## config.mk

```make
export PLATFORM = sky130hd
export DESIGN_NAME = reg_file_flags_flat
export DESIGN_NICKNAME = d
export VERILOG_FILES = /design/src/rtl/reg_file_flags_if.sv /design/src/rtl/reg_file_flags.sv /design/src/flat_wrapper.sv
export SDC_FILE = /design/constraint.sdc
export NUM_CORES = 1
export LEC_CHECK = 0
export ABC_CLOCK_PERIOD_IN_PS = 2000
export CAP_MARGIN = 10
export CORE_ASPECT_RATIO = 0.5
export CORE_UTILIZATION = 30
export DETAILED_ROUTE_END_ITERATION = 10
export DONT_BUFFER_PORTS = 1
export PLACE_DENSITY_LB_ADDON = 0.15
export SLEW_MARGIN = 40
export SYNTH_ARGS = -nofsm -noshare
export SYNTH_HDL_FRONTEND = slang
export SYNTH_SLANG_ARGS = --single-unit
```

## constraint.sdc

```tcl
create_clock -name CLK -period 2 [get_ports CLK]
set_input_delay 0.4 -clock CLK [delete_from_list [all_inputs] [get_ports CLK]]
set_output_delay 0.4 -clock CLK [all_outputs]
set_load 0.02 [all_outputs]
```

## src/rtl/reg_file_flags_if.sv

```systemverilog
// Bus bundle between the register file/flag block and its driver (ALU datapath or bench).
// master drives addresses, write data and flag inputs; slave returns read data and flags.
interface reg_file_flags_if #(
    parameter int W = 8,
    parameter int A = 3
);
    logic [A-1:0] RaddrA;
    logic [A-1:0] RaddrB;
    logic [A-1:0] Waddr;
    logic         WriteEn;
    logic [W-1:0] DataIn;
    logic         FlagWrEn;
    logic         CarryIn;
    logic         ZeroIn;
    logic         CarryClr;
    logic [W-1:0] DataOutA;
    logic [W-1:0] DataOutB;
    logic         CarryOut;
    logic         ZeroOut;
    logic [7:0]   WrCount;

    modport master (
        output RaddrA, RaddrB, Waddr, WriteEn, DataIn,
        output FlagWrEn, CarryIn, ZeroIn, CarryClr,
        input  DataOutA, DataOutB, CarryOut, ZeroOut, WrCount
    );

    modport slave (
        input  RaddrA, RaddrB, Waddr, WriteEn, DataIn,
        input  FlagWrEn, CarryIn, ZeroIn, CarryClr,
        output DataOutA, DataOutB, CarryOut, ZeroOut, WrCount
    );
endinterface

```

## src/rtl/reg_file_flags.sv

```systemverilog
// Register file with carry/zero flags and a saturating write counter around the ALU.
// Optional macro REG_FILE_BYPASS_EN adds write-to-read forwarding for data and carry.
module reg_file_flags #(
    parameter int W = 8,
    parameter int A = 3
) (
    input  logic                CLK,
    input  logic                Reset,
    reg_file_flags_if.slave     bus
);
    localparam int DEPTH = 2 ** A;

    logic [W-1:0] regs_q [DEPTH];
    logic [W-1:0] regs_d [DEPTH];
    logic         carry_q, carry_d;
    logic         zero_q, zero_d;
    logic [7:0]   wr_count_q, wr_count_d;

    always_comb begin
        regs_d     = regs_q;
        carry_d    = carry_q;
        zero_d     = zero_q;
        wr_count_d = wr_count_q;
        if (bus.WriteEn) begin
            regs_d[bus.Waddr] = bus.DataIn;
            if (wr_count_q != 8'hFF) begin
                wr_count_d = wr_count_q + 8'd1;
            end
        end
        if (bus.FlagWrEn) begin
            carry_d = bus.CarryIn;
            zero_d  = bus.ZeroIn;
        end
        // Clear wins for the carry only; zero still follows FlagWrEn.
        if (bus.CarryClr) begin
            carry_d = 1'b0;
        end
    end

    always_ff @(posedge CLK) begin
        if (Reset) begin
            for (int i = 0; i < DEPTH; i++) begin
                regs_q[i] <= '0;
            end
            carry_q    <= 1'b0;
            zero_q     <= 1'b0;
            wr_count_q <= 8'h00;
        end else begin
            regs_q     <= regs_d;
            carry_q    <= carry_d;
            zero_q     <= zero_d;
            wr_count_q <= wr_count_d;
        end
    end

`ifdef REG_FILE_BYPASS_EN
    assign bus.DataOutA = (bus.WriteEn && (bus.RaddrA == bus.Waddr)) ? bus.DataIn
                                                                     : regs_q[bus.RaddrA];
    assign bus.DataOutB = (bus.WriteEn && (bus.RaddrB == bus.Waddr)) ? bus.DataIn
                                                                     : regs_q[bus.RaddrB];
    assign bus.CarryOut = (bus.FlagWrEn && !bus.CarryClr) ? bus.CarryIn : carry_q;
`else
    assign bus.DataOutA = regs_q[bus.RaddrA];
    assign bus.DataOutB = regs_q[bus.RaddrB];
    assign bus.CarryOut = carry_q;
`endif
    assign bus.ZeroOut = zero_q;
    assign bus.WrCount = wr_count_q;
endmodule

```

## src/flat_wrapper.sv

```systemverilog
// flat-port wrapper written by rule: the top's interface ports become plain ports
module reg_file_flags_flat 
#(
    parameter int W = 8,
    parameter int A = 3
)
  (CLK, Reset, bus_RaddrA, bus_RaddrB, bus_Waddr, bus_WriteEn, bus_DataIn, bus_FlagWrEn, bus_CarryIn, bus_ZeroIn, bus_CarryClr, bus_DataOutA, bus_DataOutB, bus_CarryOut, bus_ZeroOut, bus_WrCount);
  reg_file_flags_if #(.W(W), .A(A)) bus_i ();
  input  logic CLK;
  input  logic Reset;
  input wire logic [$bits(bus_i.RaddrA)-1:0] bus_RaddrA;
  input wire logic [$bits(bus_i.RaddrB)-1:0] bus_RaddrB;
  input wire logic [$bits(bus_i.Waddr)-1:0] bus_Waddr;
  input wire logic [$bits(bus_i.WriteEn)-1:0] bus_WriteEn;
  input wire logic [$bits(bus_i.DataIn)-1:0] bus_DataIn;
  input wire logic [$bits(bus_i.FlagWrEn)-1:0] bus_FlagWrEn;
  input wire logic [$bits(bus_i.CarryIn)-1:0] bus_CarryIn;
  input wire logic [$bits(bus_i.ZeroIn)-1:0] bus_ZeroIn;
  input wire logic [$bits(bus_i.CarryClr)-1:0] bus_CarryClr;
  output wire logic [$bits(bus_i.DataOutA)-1:0] bus_DataOutA;
  output wire logic [$bits(bus_i.DataOutB)-1:0] bus_DataOutB;
  output wire logic [$bits(bus_i.CarryOut)-1:0] bus_CarryOut;
  output wire logic [$bits(bus_i.ZeroOut)-1:0] bus_ZeroOut;
  output wire logic [$bits(bus_i.WrCount)-1:0] bus_WrCount;
  assign bus_i.RaddrA = bus_RaddrA;
  assign bus_i.RaddrB = bus_RaddrB;
  assign bus_i.Waddr = bus_Waddr;
  assign bus_i.WriteEn = bus_WriteEn;
  assign bus_i.DataIn = bus_DataIn;
  assign bus_i.FlagWrEn = bus_FlagWrEn;
  assign bus_i.CarryIn = bus_CarryIn;
  assign bus_i.ZeroIn = bus_ZeroIn;
  assign bus_i.CarryClr = bus_CarryClr;
  assign bus_DataOutA = bus_i.DataOutA;
  assign bus_DataOutB = bus_i.DataOutB;
  assign bus_CarryOut = bus_i.CarryOut;
  assign bus_ZeroOut = bus_i.ZeroOut;
  assign bus_WrCount = bus_i.WrCount;
  reg_file_flags #(.W(W), .A(A)) u_core (.CLK(CLK), .Reset(Reset), .bus(bus_i));
endmodule
```

## Word level (Yosys, flattened, before mapping)

Index checks and enable logic that the tools add are counted.

- Word-level logic and storage cells: 32
- Register bits after elaboration: 74
- Output and inout port bits: 26

- Mux-type cells: 9
- $lt $le $gt $ge: 4
- Reduce and logical (&&, ||, !) cells: 3
- Equality and inequality tests: 1
- Add/sub/neg operators: 1
- Bitwise gates (word level): 3

Operator list:

| operator | count |
|---|---|
| bitwise mux 64 bit | 1 |
| binary-select mux 8 bit (select 3 bit) | 2 |
| 2-to-1 mux 8 bit | 5 |
| demux 8 bit (select 3 bit) | 1 |
| >= comparator 4 bit (second input constant) | 3 |
| inverter 3 -> 4 bit | 3 |
| adder 8 x 1 -> 8 bit (second input constant) | 1 |
| != test 8 bit (second input constant) | 1 |
| less-than comparator 4 x 1 -> 1 bit (second input constant) | 1 |
| AND reduction 2 bit | 1 |
| OR reduction 2 bit | 1 |
| logical AND 1 bit | 1 |

## Logic depth before layout (Yosys ltp)

Gate-level depths: netlist of run 1.

- Depth in word-level cells: 6
- Gate-level depth with buffers: 5
- Gate-level depth less buffers: 4

## Least setup slack after synthesis of run 1

Ideal clock, no wire load.

- Path kind: input to output
- From: in bus_RaddrA[1]
- To: out bus_DataOutA[5]
- Slack: 0.093 ns
- Data arrival time: 1.507 ns
- Stages: 3
- Data required time: 1.600 ns
- Cells stage by stage: clkbuf_1 -> mux4_1 -> mux2_2

- Longest elaborated chain between the ends: 4

Ends and longest elaborated chain:

| what | RTL line | source |
|---|---|---|
| start: declaration | flat_wrapper.sv:11 | `input wire logic [$bits(bus_i.RaddrA)-1:0] bus_RaddrA;` |
| inverter 3 -> 4 bit (implied by the code) | reg_file_flags.sv:63 | `assign bus.DataOutA = regs_q[bus.RaddrA];` |
| binary-select mux 8 bit (select 3 bit) | reg_file_flags.sv:63 |  |
| 2-to-1 mux 8 bit (implied by the code) (2 in a row) | reg_file_flags.sv:63 |  |
| end: declaration | flat_wrapper.sv:20 | `output wire logic [$bits(bus_i.DataOutA)-1:0] bus_DataOutA;` |

Every way passes these cells. The select of a mux whose other input is x is not followed.

## Final worst setup path of run 1

- From: reg u_core.regs_q[40] in the netlist's numbering
- To: out bus_DataOutA[0]

- Longest elaborated chain between the ends: 3

Ends and longest elaborated chain:

| what | RTL line | source |
|---|---|---|
| start: declaration | reg_file_flags.sv:13 | `logic [W-1:0] regs_q [DEPTH];` |
| start signal: assignment | reg_file_flags.sv:49 | `regs_q <= regs_d;` |
| binary-select mux 8 bit (select 3 bit) | reg_file_flags.sv:63 |  |
| 2-to-1 mux 8 bit (implied by the code) (2 in a row) | reg_file_flags.sv:63 |  |

Every way passes these cells. The select of a mux whose other input is x is not followed.

==> key figures, run 1 <==
GRT
  • Pin count of the biggest net entering global routing: 77
  • Initial antenna violation count: 0
  • Tot GR Track Use: 16.7%
  • Grt ovf: 0
  • Vias in the first global route: 2886
  • First-pass GRT wire length: 16500 um

Pwr
  • Total power: 3.38 mW
  • Internal power: 2.62 mW
  • Sw Ratio: 22.5%
  • Switching power: 762 uW
  • Static Leakage: 1.52 nW
  • Combinational share of power: 5.8%
  • Power share of the clock group: 48.9%
  • PwrDens: 790 nW/um^2
  • Seq pwr share: 45.3%
  • VDD IR max: 0.460 mV

Placed design
  • Area after DPL: 3980 um^2
  • Gp weighted congestion: 0.716
  • DP HPWL: 6770 um
  • IO Port Bufs: 0

Setup path
  • Worst path slowest cell: mux4_1
  • CP max FO: 3
  • Critical setup path kind: flop to output port
  • Endpoint type of the worst setup path: output port
  • R2R cell count: 4
  • R2R Setup Slk: 370 ps
  • Critical path data arrival time: 1490 ps
  • Startpoint Class: flop
  • Critical Path Max Stage Delay: 500 ps
  • Worst Path Buf+Inv: 0
  • Worst R2R Start: u_core.bus.WrCount[0]$_SDFFE_PP0P_
  • Reg-to-reg endpoint: u_core.bus.WrCount[0]$_SDFFE_PP0P_
  • Crit path depth: 2
  • CP delay by family, top: multiplexers
  • Worst-path cell chain: mux4_1 -> mux2_4
  • Setup crit start: u_core.regs_q[40]$_SDFFE_PP0P_
  • CP endpoint: bus_DataOutA[0]
  • Req. time, crit path: 1600 ps

Timing
  • RSZ-0062 raised after global routing: false
  • Setup TNS: 0 ps
  • Max Clk Rate: 530 MHz
  • Finish-stage setup viols: 0
  • Final Max Tran Viols: 0
  • Post-route clock period utilization: 94.3%
  • Min Clock Period, post-route: 1890 ps
  • Max transition margin: 58.9%
  • Worst-Margin Slew: 613 ps
  • Skew final: 2.64 ps
  • Final hold vios: 0

CTS
  • Worst-path clk slew: 60 ps
  • Clock sink count: 74
  • Clk root buf: clkbuf_16
  • Htree depth: 3
  • CTS tree: done
  • Clock Latency Late Sink: 330 ps
  • CTS buffer count: 9
  • Hold-fix buffers at CTS: 0
  • Longest Clk Path Bufs: 2
  • Total setup buffers inserted after CTS: 0
  • Post_cts resized: 0

Die
  • Std-Cell Rows: 29
  • CORE AREA: 12700 um^2
  • Die height: 82.9 um
  • Initial Util: 30.9%
  • Die W: 164 um
  • Die Area: 13600 um^2
  • Ports: 50

Detailed routing
  • Via count: 2881
  • # DRC: 0
  • Routed Antenna Nets: 0
  • TritonRoute pass-1 iters: 4
  • Iteration-0 DRC Markers: 166
  • Via density: 5.41
  • DRT Wirelength: 10900 um
  • DR WL/cell: 20.4 um

Synth
  • Mapped Area: 3930 um^2
  • Synth unique cells: 35
  • Ys async rst share: 0%
  • Yosys top cell by area: dfxtp_1
  • Main synth FF type: dfxtp_1
  • Cell count after synthesis: 381
  • Synthesized netlist net count: 406
  • Ys Warns: 0
  • Post-synthesis sequential area ratio: 37.7%
  • Syn Area/Cell: 10.3 um^2
  • Yosys reg bits: 74
  • Synth area leaders: dfxtp_1, mux4_1, mux4_2
  • EDFF count, synth: 0
  • Post-synth top area share: 37.7%

Final layout
  • Most common cell after layout, fill and taps aside: nand2_1
  • Share of layout cells above drive strength 1: 16.3%
  • Area Overhead vs Synth: 8.95%
  • Fin nets: 383
  • Design Area, Final: 4280 um^2
  • Diodes inserted: 0
  • Most frequent cells in the layout: nand2_1, dfxtp_1, a21oi_1

Run
  • Max-cap viol count: 0

Outcome
  • Outcome: complete, no violations

Min path
  • Hold Path Class: primary input to flop
cell families after synthesis:
family                     after synthesis  synth area share [%]
AOI/OAI and AO/OA                       53                  7.23
adders and majority gates                1                 0.319
buffers and inverters                   40                  5.51
DFF                                     74                  37.7
muxes                                   76                  32.8
and+or+nand+nor                        137                  16.4
power by group through the flow:
stage	registers [mW]	clock network, mW	logic [mW]
3_5_place_dp	1.57	0	0.197
4_1_cts	1.53	1.69	0.197
3_3_place_gp	1.56	0	0.192
5_1_grt	1.54	1.75	0.209
6_report	1.53	1.65	0.196
2_1_floorplan	1.56	0	0.243
worst min path at each step:
stage | start | end | slack, ps | cells past startpoint
after floorplan | u_core.regs_q[13]$_SDFFE_PP0P_ | u_core.regs_q[13]$_SDFFE_PP0P_ | 440 | 2
after global placement | u_core.regs_q[13]$_SDFFE_PP0P_ | u_core.regs_q[13]$_SDFFE_PP0P_ | 440 | 2
after detailed placement | u_core.regs_q[22]$_SDFFE_PP0P_ | u_core.regs_q[22]$_SDFFE_PP0P_ | 450 | 2
after CTS | Reset | u_core.bus.WrCount[4]$_SDFFE_PP0P_ | 120 | 1
after global routing | Reset | u_core.bus.ZeroOut$_SDFFE_PP0P_ | 120 | 1
final | Reset | u_core.bus.ZeroOut$_SDFFE_PP0P_ | 140 | 1
worst register-to-register path: stages, from the launching register on:
cell and delay (ps):
dfxtp_1 310, ha_1 240, and4_1 270, a21boi_0 330, mux2_2 370
cells in the mapped netlist, types with 2 or more instances:
cell       n
a21oi_1   45
buf_12     2
buf_1      2
and4b_1    3
a31oi_1    2
nor2_1    27
dfxtp_1   74
nand2b_1   2
nor3_1     5
and4bb_2   2
buf_4      2
clkbuf_1  23
nand2_1   81
buf_6      2
nand4b_1   3
mux4_1    16
a21boi_0   2
nand4_1    3
mux2_4    12
mux2i_1   27
and3_1     2
clkbuf_2   2
and4_1     3
mux2_2     5
a211oi_1   3
mux4_2    16
buf_2      7
cell type report:
cell class                 count  area (um^2)
clock buffer                  10          239
clock inverter                 6         65.1
fill                        1295         8420
multi-input combinational    267         2240
sequential                    74         1480
tap                          170          213
timing repair buffer           6         45.0
flip-flops by register name (all words and copies together) (netlist names):
signal               flops
u_core.bus.ZeroOut       1
u_core.regs_q           64
u_core.bus.CarryOut      1
u_core.bus.WrCount       8
layer usage:
| metal | part of all wire, % | global-route usage, % |
|---|---|---|
| met1 | 45 | 21.6 |
| met2 | 45 | 26.2 |
| met3 | 7.2 | 4.80 |
| met4 | 2.2 | 6.31 |
| met5 | 0 | 0 |
metrics by stage:
| stage | worst slack (ps) | util (%) | std cells | hold slack, ps |
|---|---|---|---|---|
| floorplan | 93.2 | - | 381 | 440 |
| global placement | 341 | 31.3 | 517 | 440 |
| detailed placement | 331 | 31.3 | 517 | 452 |
| CTS | 90.9 | 33.7 | 533 | 122 |
| global route | 59.4 | 33.7 | 533 | 124 |
| finish | 113 | 33.7 | 533 | 137 |
(Power assumes the default switching activity.)
==> inputs of run 2 (changes only) <==
--- a/config.mk
+++ b/config.mk
@@ -12,7 +12,6 @@
 export DETAILED_ROUTE_END_ITERATION = 10
 export DONT_BUFFER_PORTS = 1
 export PLACE_DENSITY_LB_ADDON = 0.15
-export SLEW_MARGIN = 40
 export SYNTH_ARGS = -nofsm -noshare
 export SYNTH_HDL_FRONTEND = slang
 export SYNTH_SLANG_ARGS = --single-unit
==> results of run 2 <==
No change in the layout: final DEF, timing and power equal those of run 1.
==> inputs of run 3 (changes only) <==
--- a/config.mk
+++ b/config.mk
@@ -5,13 +5,14 @@
 export SDC_FILE = /design/constraint.sdc
 export NUM_CORES = 1
 export LEC_CHECK = 0
-export ABC_CLOCK_PERIOD_IN_PS = 2000
 export CAP_MARGIN = 10
 export CORE_ASPECT_RATIO = 0.5
 export CORE_UTILIZATION = 30
+export CTS_CLUSTER_DIAMETER = 150
 export DETAILED_ROUTE_END_ITERATION = 10
 export DONT_BUFFER_PORTS = 1
 export PLACE_DENSITY_LB_ADDON = 0.15
 export SYNTH_ARGS = -nofsm -noshare
 export SYNTH_HDL_FRONTEND = slang
 export SYNTH_SLANG_ARGS = --single-unit
+export TNS_END_PERCENT = 100
==> results of run 3 <==
No change in the layout: final DEF, timing and power equal those of run 1.
